[src/rtl/sram_port_arbiter_pkg.sv]
// Shared types and constants for the IF/MEM single-port SRAM arbiter.
package sram_port_arbiter_pkg;

    localparam int unsigned DEF_ADDR_W = 32;
    localparam int unsigned DEF_DATA_W = 32;

    typedef enum logic {
        ST_IDLE = 1'b0,
        ST_RESP = 1'b1
    } state_t;

    localparam logic REQ_IF  = 1'b0;
    localparam logic REQ_MEM = 1'b1;

endpackage

[src/rtl/arb_fair_pick.sv]
// Winner selection between IF and MEM: MEM first, but IF is forced through
// after MAX_MEM_STREAK back-to-back MEM grants it had to sit out.
module arb_fair_pick
    import sram_port_arbiter_pkg::*;
#(
    parameter int unsigned MAX_MEM_STREAK = 4
) (
    input  logic clk,
    input  logic reset,
    input  logic arb_en,
    input  logic if_req,
    input  logic mem_req,
    output logic grant_if,
    output logic grant_mem
);

    localparam int unsigned STREAK_W = (MAX_MEM_STREAK > 0) ? $clog2(MAX_MEM_STREAK + 1) : 1;
    localparam logic [STREAK_W-1:0] STREAK_MAX = STREAK_W'(MAX_MEM_STREAK);

    logic [STREAK_W-1:0] mem_streak;
    logic                fair_if;

    assign fair_if   = if_req && (MAX_MEM_STREAK != 0) && (mem_streak == STREAK_MAX);
    assign grant_mem = arb_en && mem_req && !fair_if;
    assign grant_if  = arb_en && (fair_if || (if_req && !mem_req));

    // Counts MEM wins that left IF waiting; frozen while a read response is out.
    always_ff @(posedge clk or negedge reset) begin
        if (!reset) begin
            mem_streak <= '0;
        end else if (arb_en) begin
            if (grant_mem && if_req) begin
                if (mem_streak != STREAK_MAX) begin
                    mem_streak <= mem_streak + STREAK_W'(1);
                end
            end else begin
                mem_streak <= '0;
            end
        end
    end

endmodule

[src/rtl/sram_port_arbiter.sv]
// Single-port SRAM shared by instruction fetch and load/store; one outstanding
// read, data returned combinationally from the SRAM in the response cycle.
module sram_port_arbiter
    import sram_port_arbiter_pkg::*;
#(
    parameter int unsigned ADDR_W         = DEF_ADDR_W,
    parameter int unsigned DATA_W         = DEF_DATA_W,
    parameter int unsigned MAX_MEM_STREAK = 4
) (
    input  logic                clk,
    input  logic                reset,
    input  logic                if_req,
    input  logic [ADDR_W-1:0]   if_addr,
    output logic                if_ready,
    output logic                if_rvalid,
    output logic [DATA_W-1:0]   if_rdata,
    input  logic                mem_req,
    input  logic [DATA_W/8-1:0] mem_we,
    input  logic [ADDR_W-1:0]   mem_addr,
    input  logic [DATA_W-1:0]   mem_wdata,
    output logic                mem_ready,
    output logic                mem_rvalid,
    output logic [DATA_W-1:0]   mem_rdata,
    output logic                sram_en,
    output logic [DATA_W/8-1:0] sram_we,
    output logic [ADDR_W-1:0]   sram_addr,
    output logic [DATA_W-1:0]   sram_wdata,
    input  logic [DATA_W-1:0]   sram_rdata
);

    state_t state;
    logic   resp_is_mem;
    logic   arb_en;
    logic   grant_if;
    logic   grant_mem;
    logic   read_grant;

    assign arb_en     = reset && (state == ST_IDLE);
    assign read_grant = grant_if || (grant_mem && (mem_we == '0));

    arb_fair_pick #(
        .MAX_MEM_STREAK(MAX_MEM_STREAK)
    ) u_pick (
        .clk       (clk),
        .reset     (reset),
        .arb_en    (arb_en),
        .if_req    (if_req),
        .mem_req   (mem_req),
        .grant_if  (grant_if),
        .grant_mem (grant_mem)
    );

    // Stores retire at the grant edge; only reads spend a cycle in RESP.
    always_ff @(posedge clk or negedge reset) begin
        if (!reset) begin
            state       <= ST_IDLE;
            resp_is_mem <= REQ_IF;
        end else begin
            case (state)
                ST_IDLE: begin
                    if (read_grant) begin
                        state       <= ST_RESP;
                        resp_is_mem <= grant_mem ? REQ_MEM : REQ_IF;
                    end
                end
                ST_RESP: state <= ST_IDLE;
                default: state <= ST_IDLE;
            endcase
        end
    end

    // Handshake and SRAM port are decoded in the same cycle as the request.
    always_comb begin
        if_ready   = 1'b0;
        if_rvalid  = 1'b0;
        if_rdata   = '0;
        mem_ready  = 1'b0;
        mem_rvalid = 1'b0;
        mem_rdata  = '0;
        sram_en    = 1'b0;
        sram_we    = '0;
        sram_addr  = '0;
        sram_wdata = '0;
        if (reset) begin
            if (state == ST_IDLE) begin
                if (grant_mem) begin
                    mem_ready  = 1'b1;
                    sram_en    = 1'b1;
                    sram_we    = mem_we;
                    sram_addr  = mem_addr;
                    sram_wdata = mem_wdata;
                end else if (grant_if) begin
                    if_ready  = 1'b1;
                    sram_en   = 1'b1;
                    sram_addr = if_addr;
                end
            end else if (resp_is_mem == REQ_MEM) begin
                mem_rvalid = 1'b1;
                mem_rdata  = sram_rdata;
            end else begin
                if_rvalid = 1'b1;
                if_rdata  = sram_rdata;
            end
        end
    end

endmodule

[config.mk]
export PLATFORM = sky130hd
export DESIGN_NAME = sram_port_arbiter
export DESIGN_NICKNAME = d
export VERILOG_FILES = /design/src/rtl/sram_port_arbiter_pkg.sv /design/src/rtl/arb_fair_pick.sv /design/src/rtl/sram_port_arbiter.sv
export SDC_FILE = /design/constraint.sdc
export NUM_CORES = 1
export LEC_CHECK = 0
export BUFFER_PORTS_ARGS = -buffer_cell sky130_fd_sc_hd__buf_2
export CORE_AREA = 5 5 102 104
export DETAILED_ROUTE_END_ITERATION = 8
export DIE_AREA = 0 0 107 109
export PLACE_DENSITY = 0.6
export SLEW_MARGIN = 20
export SYNTH_ARGS = -nofsm -noshare
export SYNTH_HDL_FRONTEND = slang
export SYNTH_SLANG_ARGS = --single-unit
[constraint.sdc]
create_clock -name clk -period 2.4 [get_ports clk]
set_input_delay 0.48 -clock clk [delete_from_list [all_inputs] [get_ports clk]]
set_output_delay 0.48 -clock clk [all_outputs]
set_load 0.01 [all_outputs]
==> qor.csv <==
metric,value,unit
cp-end-kind,output pin,
ys_warn_count,0,
synth_flop_cell,dfrtp_1,
synth_enable_flop_cells,0,
grt_pass1_vias,2332,
p_leak,1.94,nW
cts_buffers,3,
grt_max_degree,70,
layout.nets,594,
grt_use_total,12.2,%
finalHoldViolations,0,
p_clk_share,23.6,%
intPower,418,µW
dpl.hpwl,7.00,mm
syn_area_per_cell,7.49,µm²
power.density,216,nW/µm²
numPlacedInstances,558,
place.gp.congestion,0.867,
relSlewSlack,75.1,%
r2r_cells,7,
setup_violations,0,
cp_max_fo,35,
fin_cells,569,
final_area,3000,µm²
synth_area_leaders,"and2_1 41%, a22o_1 20%, dfrtp_1 9.1%",
crit_path_start_kind,flop,
rows,36,
worst_pin_slew,0.370,ns
synth.top_cell.area_share,41.3,%
synthDistinctLibCells,24,
cp_data_required_time,1.92,ns
final_util,31.7,%
postSynthCellCount,184,
grt_first_pass_wirelength,11.7,mm
die_h,109,µm
power,648,µW
vias,2415,
drive_gt1_share,66.2,%
final.setup.tns,0,ns
setup_slack,0.115,ns
die-area,11700,µm²
area_delta_synth_final,118,%
nFillCells,1029,
num_io_pins,273,
yosysMostFrequentCell,and2_1,
ctsHoldBuffers,0,
clockBufferDepth,2,
yosysTopAreaCell,and2_1,
drc,0,
ys_seq_area_share,9.07,%
die_x,107,µm
sw_frac_of_total,35.5,%
initial_core_util,14.6,%
diodes,0,
vias_per_cell,4.24,
drv_cap,0,
syn_nets,322,
clk_pin_slew_worst_paths,0.03,ns
rsz0062_at_grt,false,
cts.sinks,5,
dpl-instance-area,2820,µm²
grt_overflow,0,
status,completed,
finalMaxSlewViolations,0,
async_flop_share,100,%
max_freq,438,MHz
skew,0.00220,ns
core,9460,µm²
synth.top_cells.by_count,"91 x and2_1, 32 x a22o_1, 9 x and2_4, 8 x buf_6, 6 x clkbuf_1",
firstDrtPassIters,4,
ys_ff_latch,5,
antenna_found_initial,1,
hp-class,primary input to asynchronous set/reset pin,
wirelength,8.64,mm
netlist_area,1380,µm²
cts_tree,built,
drt_iter0_drc,131,
clock_latency,0.22,ns
ant_nets,0,
pre_cts_slack,0.195,ns
fin_crit,2.28,ns
hold_slack,0.0849,ns
switchingPower,230,µW
fin_crit_sh,95.2,%
clockRootBuffer,clkbuf_8,
cts-htree-levels,1,
comb_power_share,61.8,%
wl_per_cell,15.2,µm
io_buffers,272,
ir_drop,97.8,µV
p_seq_share,14.5,%
path_class,flop to output pin,
worstPathArrival,1.80,ns
[routing by layer]
| metal | vias to the layer above | global-route usage (%) | part of all wire (%) |
|---|---|---|---|
| met5 | - | 0 | 0.22 |
| met4 | 2 | 2.65 | 1.3 |
| met3 | 13 | 4.14 | 12 |
| met2 | 175 | 22.2 | 49 |
| li1 | 1165 | - | - |
| met1 | 1060 | 14.0 | 37 |
[flip-flops by register name, indices dropped and copies added (netlist names)]
| signal | cells |
|---|---|
| state | 1 |
| u_pick.mem_streak | 3 |
| resp_is_mem | 1 |
[layout make-up]
cell class                      count  area [µm²]  area share, %
Inverter                            3        11.3          0.375
Timing Repair Buffer              284        1550           51.5
Tap cell                          114         143           4.76
Sequential cell                     5         125           4.17
Multi-Input combinational cell    159        1130           37.7
Clock buffer                        4        45.0           1.50
[critical path: stages, from the launching register on]
cell	delay, ns
dfrtp_1	0.39
inv_1	0.07
ha_2	0.20
nand3_1	0.11
and3_4	0.20
buf_12	0.16
a22o_1	0.28
buf_2	0.15
[cells by family after synthesis]
kind of cell,after synthesis,synth area share (%)
and+or+nand+nor,117,54.6
AOI/OAI and AO/OA,40,24.4
buffers and inverters,20,10.1
DFF,5,9.07
adders and majority gates,2,1.81
[placed cells by master (no fill, tap or decap), types with 2 or more instances in the layout]
master,instances
a22o_1,32
inv_1,3
dfrtp_1,5
buf_12,3
and2_1,91
o21ai_0,4
clkbuf_16,3
nand2_1,2
nand4_1,2
clkbuf_8,3
and2_4,9
nor2_1,4
buf_4,5
buf_2,272
nand3_1,2
nand2b_1,2
[what timing repair did]
item | 4_1_cts | 5_1_grt
buffers inserted | 0 | 3
setup endpoints to repair | 0 | 31
gates resized for setup | 0 | 3
[worst paths after layout]
kind	start	to	slack, ns
min in group clk	u_pick.mem_streak[0]$_DFFE_PN0P_	u_pick.mem_streak[0]$_DFFE_PN0P_	0.54
max	u_pick.mem_streak[0]$_DFFE_PN0P_	sram_addr[13]	0.12
min reg2reg	u_pick.mem_streak[0]$_DFFE_PN0P_	u_pick.mem_streak[0]$_DFFE_PN0P_	0.54
max in group asynchronous	reset	u_pick.mem_streak[2]$_DFFE_PN0P_	2.16
max reg2reg	u_pick.mem_streak[0]$_DFFE_PN0P_	resp_is_mem$_DFFE_PN0P_	0.79
min	reset	state$_DFF_PN0_	0.08
[power by group through the flow]
stage | clock network (mW) | logic, mW | registers [mW]
final | 0.153 | 0.401 | 0.0941
after global routing | 0.164 | 0.435 | 0.0951
after CTS | 0.160 | 0.373 | 0.0942
after detailed placement | 0 | 0.369 | 0.0952
after global placement | 0 | 0.368 | 0.0952
after floorplan | 0 | 0.167 | 0.0941
(Power assumes the default switching activity.)
